<file path="config.mk">
export PLATFORM = sky130hd
export DESIGN_NAME = avr_div_seq
export DESIGN_NICKNAME = d
export VERILOG_FILES = /design/src/rtl/avr_div_pkg.sv /design/src/rtl/avr_div_step.sv /design/src/rtl/avr_div_seq.sv
export SDC_FILE = /design/constraint.sdc
export NUM_CORES = 1
export LEC_CHECK = 0
export ABC_AREA = 1
export ABC_CLOCK_PERIOD_IN_PS = 2600
export BUFFER_PORTS_ARGS = -buffer_cell sky130_fd_sc_hd__buf_4
export CORE_ASPECT_RATIO = 0.9
export CORE_UTILIZATION = 35
export CTS_CLUSTER_DIAMETER = 120
export DETAILED_ROUTE_END_ITERATION = 12
export GPL_TIMING_DRIVEN = 0
export MAX_ROUTING_LAYER = met4
export PLACE_DENSITY = 0.51
export SLEW_MARGIN = 20
export SYNTH_ARGS = -nofsm -noshare
export SYNTH_HDL_FRONTEND = slang
export SYNTH_SLANG_ARGS = --single-unit
</file>
<file path="constraint.sdc">
create_clock -name cp2 -period 2.6 [get_ports cp2]
set_clock_uncertainty 0.1 [all_clocks]
set_input_delay 0 -clock cp2 [delete_from_list [all_inputs] [get_ports cp2]]
set_output_delay 0 -clock cp2 [all_outputs]
set_load 0.005 [all_outputs]
</file>
<file path="src/rtl/avr_div_pkg.sv">
// Shared types and constants for the AVR iterative divider.
package avr_div_pkg;

  typedef enum logic [1:0] {
    IDLE = 2'd0,
    ITER = 2'd1,
    FIX  = 2'd2,
    DONE = 2'd3
  } div_st_t;

  localparam int unsigned DIV_DW_DEF = 8;

  // Step counter width for a given operand width (at least one bit).
  function automatic int unsigned div_cnt_w(input int unsigned dw);
    return (dw <= 1) ? 1 : $clog2(dw);
  endfunction

  localparam int unsigned DIV_CNT_W_DEF = div_cnt_w(DIV_DW_DEF);

endpackage

</file>
<file path="src/rtl/avr_div_step.sv">
// One combinational restoring-division step on unsigned magnitudes.
module avr_div_step #(
  parameter int unsigned DW = 8
) (
  input  logic [DW-1:0] prem_i,
  input  logic          dvd_msb_i,
  input  logic [DW-1:0] dvs_i,
  output logic [DW-1:0] prem_o,
  output logic          qbit_o
);

  logic [DW:0]   shifted;
  logic [DW+1:0] diff;

  // Shift in the next dividend bit and trial-subtract the divisor.
  always_comb begin
    shifted = {prem_i, dvd_msb_i};
    diff    = {1'b0, shifted} - {2'b00, dvs_i};
    qbit_o  = ~diff[DW+1];
    // A kept result is below the divisor, and a restored one is below it too,
    // so both fit back into DW bits.
    prem_o  = qbit_o ? diff[DW-1:0] : shifted[DW-1:0];
  end

endmodule

</file>
<file path="src/rtl/avr_div_seq.sv">
// Iterative signed/unsigned divider; result packed as {remainder, quotient}.
module avr_div_seq
  import avr_div_pkg::*;
#(
  parameter int unsigned DW = DIV_DW_DEF
) (
  input  logic            cp2,
  input  logic            ireset,
  input  logic            cp2en,
  input  logic            start,
  input  logic            divs,
  input  logic [DW-1:0]   rd_in,
  input  logic [DW-1:0]   rr_in,
  output logic [2*DW-1:0] dr_out,
  output logic            busy_out,
  output logic            done_out,
  output logic            dz_out,
  output logic            dv_out,
  output logic            mz_out
);

  localparam int unsigned CNT_W = div_cnt_w(DW);
  localparam logic [DW-1:0] MOST_NEG = {1'b1, {(DW-1){1'b0}}};

  div_st_t            st_q, st_d;
  logic [CNT_W-1:0]   cnt_q, cnt_d;
  logic [DW-1:0]      dvd_q, dvd_d;
  logic [DW-1:0]      dvs_q, dvs_d;
  logic [DW-1:0]      prem_q, prem_d;
  logic               sd_q, sd_d;
  logic               sr_q, sr_d;
  logic               ovf_q, ovf_d;
  logic [2*DW-1:0]    dr_q, dr_d;
  logic               busy_q, busy_d;
  logic               done_q, done_d;
  logic               dz_q, dz_d;
  logic               dv_q, dv_d;
  logic               mz_q, mz_d;

  logic [DW-1:0]      step_prem;
  logic               step_qbit;
  logic [DW-1:0]      quo, rem;

  avr_div_step #(.DW(DW)) u_step (
    .prem_i    (prem_q),
    .dvd_msb_i (dvd_q[DW-1]),
    .dvs_i     (dvs_q),
    .prem_o    (step_prem),
    .qbit_o    (step_qbit)
  );

  // Next-state, datapath and registered-output computation.
  always_comb begin
    st_d   = st_q;
    cnt_d  = cnt_q;
    dvd_d  = dvd_q;
    dvs_d  = dvs_q;
    prem_d = prem_q;
    sd_d   = sd_q;
    sr_d   = sr_q;
    ovf_d  = ovf_q;
    dr_d   = dr_q;
    dz_d   = dz_q;
    dv_d   = dv_q;
    mz_d   = mz_q;
    quo    = '0;
    rem    = '0;

    unique case (st_q)
      IDLE, DONE: begin
        if (start) begin
          sd_d   = divs & rd_in[DW-1];
          sr_d   = divs & rr_in[DW-1];
          ovf_d  = divs && (rd_in == MOST_NEG) && (rr_in == '1);
          dvs_d  = (divs && rr_in[DW-1]) ? (~rr_in + DW'(1)) : rr_in;
          // Divide-by-zero keeps the raw dividend for the remainder field.
          if (rr_in == '0)
            dvd_d = rd_in;
          else
            dvd_d = (divs && rd_in[DW-1]) ? (~rd_in + DW'(1)) : rd_in;
          prem_d = '0;
          cnt_d  = '0;
          dz_d   = 1'b0;
          dv_d   = 1'b0;
          mz_d   = 1'b0;
          st_d   = (rr_in == '0) ? FIX : ITER;
        end
      end
      ITER: begin
        dvd_d  = {dvd_q[DW-2:0], step_qbit};
        prem_d = step_prem;
        cnt_d  = cnt_q + CNT_W'(1);
        if (cnt_q == CNT_W'(DW-1))
          st_d = FIX;
      end
      FIX: begin
        if (dvs_q == '0) begin
          dr_d = {dvd_q, {DW{1'b1}}};
          dz_d = 1'b1;
          mz_d = 1'b0;
        end else if (ovf_q) begin
          dr_d = {{DW{1'b0}}, MOST_NEG};
          dv_d = 1'b1;
          mz_d = 1'b0;
        end else begin
          quo  = (sd_q ^ sr_q) ? (~dvd_q + DW'(1)) : dvd_q;
          rem  = sd_q ? (~prem_q + DW'(1)) : prem_q;
          dr_d = {rem, quo};
          mz_d = (quo == '0);
        end
        st_d = DONE;
      end
      default: st_d = IDLE;
    endcase

    busy_d = (st_d == ITER) || (st_d == FIX);
    done_d = (st_d == DONE);
  end

  // State and output registers; everything holds while cp2en is low.
  always_ff @(posedge cp2 or negedge ireset) begin
    if (!ireset) begin
      st_q   <= IDLE;
      cnt_q  <= '0;
      dvd_q  <= '0;
      dvs_q  <= '0;
      prem_q <= '0;
      sd_q   <= 1'b0;
      sr_q   <= 1'b0;
      ovf_q  <= 1'b0;
      dr_q   <= '0;
      busy_q <= 1'b0;
      done_q <= 1'b0;
      dz_q   <= 1'b0;
      dv_q   <= 1'b0;
      mz_q   <= 1'b0;
    end else if (cp2en) begin
      st_q   <= st_d;
      cnt_q  <= cnt_d;
      dvd_q  <= dvd_d;
      dvs_q  <= dvs_d;
      prem_q <= prem_d;
      sd_q   <= sd_d;
      sr_q   <= sr_d;
      ovf_q  <= ovf_d;
      dr_q   <= dr_d;
      busy_q <= busy_d;
      done_q <= done_d;
      dz_q   <= dz_d;
      dv_q   <= dv_d;
      mz_q   <= mz_d;
    end
  end

  assign dr_out   = dr_q;
  assign busy_out = busy_q;
  assign done_out = done_q;
  assign dz_out   = dz_q;
  assign dv_out   = dv_q;
  assign mz_out   = mz_q;

endmodule

</file>
# Word-level counts from Yosys, hierarchy flattened
# Index checks and enable logic that the tools add are counted.
# word_totals
register_bits,53
inputBits,21
# op_classes
n_eq_ne,13
mux,27
bitwise,8
n_reduce_logical,18
add_sub_neg,6
# op_table
cell,n
$mux W8,8
$add A8 B1 Y8 const B,4
$mux W16,2
$not A8 Y8,4
$pmux W8 S2,2
$logic_not A8 Y1,3
$eq A8 B8 Y1 const B,2
$sub A9 B8 Y10,1
$reduce_and A3 Y1,3
$eq A2 B2 Y1 const B,4
$ne A2 B2 Y1 const B,4
$mux W1,6
$mux W2,3
$pmux W1 S2,3
$pmux W2 S3,1
$pmux W3 S2,1
$reduce_and A5 Y1,1
$eq A2 B1 Y1 const B,2
$logic_and A1 B1 Y1,4
$reduce_and A4 Y1,1
$reduce_bool A2 Y1,2
$add A3 B1 Y3 const B,1
$eq A3 B3 Y1 const B,1
$mux W3,1
other kinds (7),8

# Logic depth before layout (Yosys ltp)
# depth
word_depth,7
depth_mapped,12
ltp_nobuf,12

# Cells and area by module
# From an unflattened synthesis, not the netlist that was laid out.
# unflattened
cells_unflattened,539
area_unflattened_um2,3893.7
# modules_own_cells
mod,cells_per_inst,seq_area_each_um2,area_per_inst_um2,n_inst
avr_div_seq,432,1326.3,3228.1,1
avr_div_step,107,0.0,665.6,1

# Worst setup path after synthesis
# Ideal clock, no wire load.
# synth_path
path_kind,flip-flop to flip-flop
from,reg st_q[1]
to,reg busy_q (netlist: busy_out)
path_slack_ns,0.714
n_path_buf,1
stages_incl_launch_ff,11
synth_period_minus_slack_ns,1.886
t_arrival_ns,1.670
cell_sequence,dfrtp_1 > inv_1 > ha_1 > inv_1 > buf_2 > nor3_1 > o22ai_1 > a21oi_1 > ha_1 > nand2_1 > nand2_1
# synth_via
elab_chain_len,5
# synth_rtl
element,line_no,source
"start, declared",avr_div_seq.sv:25,"div_st_t st_q, st_d;"
"start signal, assigned",avr_div_seq.sv:138,st_q <= st_d;
$eq A2 B2 Y1 or $logic_not A2 Y1 (tied branches),avr_div_seq.sv:69,unique case (st_q)
$reduce_or A2 Y1,avr_div_seq.sv:69,
$pmux W2 S3 *,avr_div_seq.sv:69,
net st_d[0],avr_div_seq.sv:25,
$eq A2 B1 Y1 or $eq A2 B2 Y1 (tied branches),avr_div_seq.sv:116,busy_d = (st_d == ITER) || (st_d == FIX);
$logic_or A1 B1 Y1 *,avr_div_seq.sv:116,
net busy_d,avr_div_seq.sv:34,"logic busy_q, busy_d;"
"end signal, assigned",avr_div_seq.sv:147,busy_q <= busy_d;
"end, declared",avr_div_seq.sv:34,
# The timed path passes the listed nets; every way through them passes the cells marked *.
# A chain may end at the register's enable or synchronous reset.

# Worst setup path after layout
# layout_path
from,in rr_in[0]
to,reg dvd_q[7]
# layout_via
elab_chain_len,4
# layout_rtl
element,line_no,source
"start, declared",avr_div_seq.sv:13,"input logic [DW-1:0] rr_in,"
$logic_not A8 Y1,avr_div_seq.sv:77,if (rr_in == '0)
$mux W8,avr_div_seq.sv:77,
$mux W8,avr_div_seq.sv:71,if (start) begin
$pmux W8 S2,avr_div_seq.sv:69,
"end signal, assigned",avr_div_seq.sv:140,dvd_q <= dvd_d;
"end, declared",avr_div_seq.sv:27,"logic [DW-1:0] dvd_q, dvd_d;"
# No other way between the ends. The select of a mux whose other input is x is not followed.

==> results.md <==
* Sequential Power Share at 28.3%
* Detailed placement HPWL at 7.515 mm
* Internal power at 2.794 mW
* Post_cts resized at 0
* R2r endpoint: busy_out$_DFFE_PN0P_
* Reg2Reg Launch Point: st_q[1]$_DFFE_PN0P_
* Power per cell area at 1175 mW/mm2
* Clock Sinks at 53
* WP data required at 2.73 ns
* Post-Synthesis Cells at 521
* Register bit count reported by yosys at 53
* Layout cells sized above 1 at 13.63%
* CP max FO at 10
* Die Footprint at 0.01092 mm2
* Pre-CTS setup slack at 0.4595 ns
* Min-Delay Path Class: in -> reg
* Cell with the most instances after synthesis: nand2_1
* Slowest cell delay on critical path at 0.58 ns
* CP Launch Type: primary input
* Worst reg2reg setup slack at 0.44 ns
* Max Cap Viol at 0
* Clock share of power at 13.0%
* CTS tree: built
* Nets at 626
* Measured slew at the worst slew-check pin at 0.6965 ns
* Setup crit end kind: flip-flop
* Buf/Inv on CP at 5
* Worst-path cell chain: dlygate4sd3_1, buf_4, inv_1, ha_1, nand2_1, nor2_1, nand2_1, buf_2, nand3_1, nand3_1, dlygate4sd3_1, o21bai_1
* Avg WL per Cell at 13.37 um
* Initial Utilization at 35.89%
* Syn Area/Cell at 7.058 um2
* Top cells by area, synth: dfrtp_1, nand2_1, inv_1
* Sw frac at 46.71%
* Placed Cells incl. Taps at 691
* Crit-path leading delay family: buffers and inverters
* Total track usage at 19.39%
* Unrepaired setup endpoints after global routing: no
* Num ports at 42
* Synth cell count leaders: nand2_1, inv_1, dfrtp_1, nor2_1, nand3_1
* Final Worst Setup Slack at 0.3419 ns
* Die width at 110.0 um
* CP Depth at 12
* Register area share after synthesis at 36.07%
* Worst slew margin at 53.56%
* Yosys top cell by area: dfrtp_1
* Post-synth EDFFs at 0
* Die Y at 99.24 um
* P_sw at 2.448 mW
* Post-Layout Cell Count at 716
* Warning count from the yosys run at 0
* CTS Root Cell: clkbuf_16
* Minimum clock period at 2.258 ns
* Largest net degree at the start of global routing at 54
* Post-Syn Area at 0.003677 mm2
* Critical path class: in -> reg
* Part of the power in combinational logic at 58.8%
* Remaining Overflow, GRT at 0
* Worst vdd ir at 0.4480 mV
* CP startpoint: rr_in[0]
* Vias in the first global route at 3,264
* Worst-Skew Late Latency at 0.30 ns
* Vias per inst at 4.859
* Crit path capture: dvd_q[7]$_DFFE_PN0P_
* Setup violators final at 0
* Drt first pass iters at 4
* # H-tree levels at 2
* First DRT Iteration DRCs at 177
* Hold Vio Cnt, Final at 0
* Fmax at 442.9 MHz
* Vias at 3,479
* Drt drc at 0
* Post-synthesis to final-layout area growth at 21.37%
* CTS buffer count at 5
* Setup TNS at 0 ns
* # fillers at 1,078
* Synth top area share at 36.07%
* Cell variety after synth at 37
* Post-Route WL at 9.571 mm
* Core Region at 0.01025 mm2
* PnR Total Power at 5.242 mW
* Clk slew on worst S/H paths at 0.07 ns
* Wire length of the first global-routing pass at 16.08 mm
* CP max stage cell: dlygate4sd3_1
* Asr flop ratio synth at 100.0%
* Initial antenna violation count at 0
* # rows at 35
* Port-buffer cells at 41
* ANT nets after route at 0
* Status: finished clean
* N_diodes at 0
* Worst EP arrival at 2.38 ns
* Ys flop type: dfrtp_1
* Lkg Pwr at 2.360 nW
* Gp weighted congestion at 0.8744
* Final period util at 86.85%
* R2R depth at 10
* Slew Limit Fails at 0
* Deepest clock path buffer count at 2
* Syn Nets at 561
flip-flops by register name, summed over array words and instances, names as in the netlist:
| register | cells |
|---|---|
| cnt_q | 3 |
| sr_q | 1 |
| busy_out | 1 |
| mz_out | 1 |
| dr_out | 16 |
| ovf_q | 1 |
| sd_q | 1 |
| dvd_q | 8 |
| dvs_q | 8 |
| st_q | 2 |
| dv_out | 1 |
| prem_q | 8 |
| done_out | 1 |
| dz_out | 1 |
cells in the final DEF, fill, tap and decap left out, types with 2 or more instances in the layout:
master,n
nor3_1,4
o21ai_1,8
nand2_1,142
buf_2,6
o21ai_2,2
o21ai_0,20
a21oi_1,37
a22o_1,2
nor2_2,3
inv_2,3
inv_1,70
dlygate4sd3_1,17
xor2_1,10
ha_1,18
buf_6,4
nor2_4,2
o211ai_1,2
nand4_1,14
clkinv_1,2
nand3_1,46
o22ai_1,2
nand2_2,3
buf_4,42
a22oi_1,3
clkbuf_16,5
dfrtp_1,53
nor2_1,52
area by class of cell:
| type | instances | area, um2 | share of cell area (%) |
|---|---|---|---|
| plain buffers | 12 | 86.33 | 1.934 |
| clock buffers | 5 | 125.1 | 2.803 |
| clock inverters | 3 | 21.27 | 0.4766 |
| inverters | 75 | 281.5 | 6.308 |
| multi-input cells | 381 | 1983 | 44.44 |
| flip-flops and latches | 53 | 1326 | 29.72 |
| well taps | 129 | 161.4 | 3.616 |
| repair buffers | 58 | 478.0 | 10.71 |
cell families (layout without fill, tap and decap cells):
| family | after synthesis | in the layout | synth area share [%] |
|---|---|---|---|
| XOR/XNOR | 11 | 11 | 2.620 |
| buffers and inverters | 87 | 153 | 10.00 |
| adder cells (fa/ha/maj) | 19 | 19 | 6.669 |
| AND/OR/NAND/NOR | 270 | 270 | 32.15 |
| flip-flops | 53 | 53 | 36.07 |
| AO/OA/AOI/OAI | 81 | 81 | 12.49 |
metal layers:
metal / wire length (um) / track usage [%]
met1: 5152 / 29.45
met2: 3979 / 27.21
met3: 385 / 3.277
met4: 53 / 2.769
met5: 0 / -
through the flow:
step | area [um2] | hold slack (ns) | util, %
finish | 4463 | 0.01178 | 43.55
global route | 4463 | 0.06397 | 43.55
CTS | 4463 | 0.01085 | 43.55
detailed placement | 4146 | -0.001338 | 40.46
global placement | 4146 | -0.001222 | 40.46
floorplan | 3677 | -0.3956 | -
power by group through the flow:
stage | clock network (mW) | registers (mW) | logic [mW]
finish | 0.679 | 1.48 | 3.08
global route | 0.724 | 1.53 | 3.58
CTS | 0.699 | 1.48 | 3.11
detailed placement | 0 | 1.49 | 3.07
global placement | 0 | 1.48 | 3.05
floorplan | 0 | 1.42 | 2.24
worst min-delay path by stage:
stage                  start                     to  depth (start not counted)
floorplan             ireset   busy_out$_DFFE_PN0P_                          0
global placement      ireset  prem_q[5]$_DFFE_PN0P_                          1
detailed placement    ireset  prem_q[5]$_DFFE_PN0P_                          1
CTS                 rr_in[4]   dvs_q[4]$_DFFE_PN0P_                          4
global route        rr_in[4]   dvs_q[4]$_DFFE_PN0P_                          4
finish              rr_in[4]   dvs_q[4]$_DFFE_PN0P_                          4
worst min-delay path, cell delays in order:
cell	delay, ns
buf_4	0.08
inv_1	0.06
xor2_1	0.15
o21ai_0	0.08
repair_timing:
action,4_1_cts,5_1_grt
buffers inserted,0,0
hold endpoints to repair,69,0
hold buffers,17,0
(Power assumes the default switching activity.)
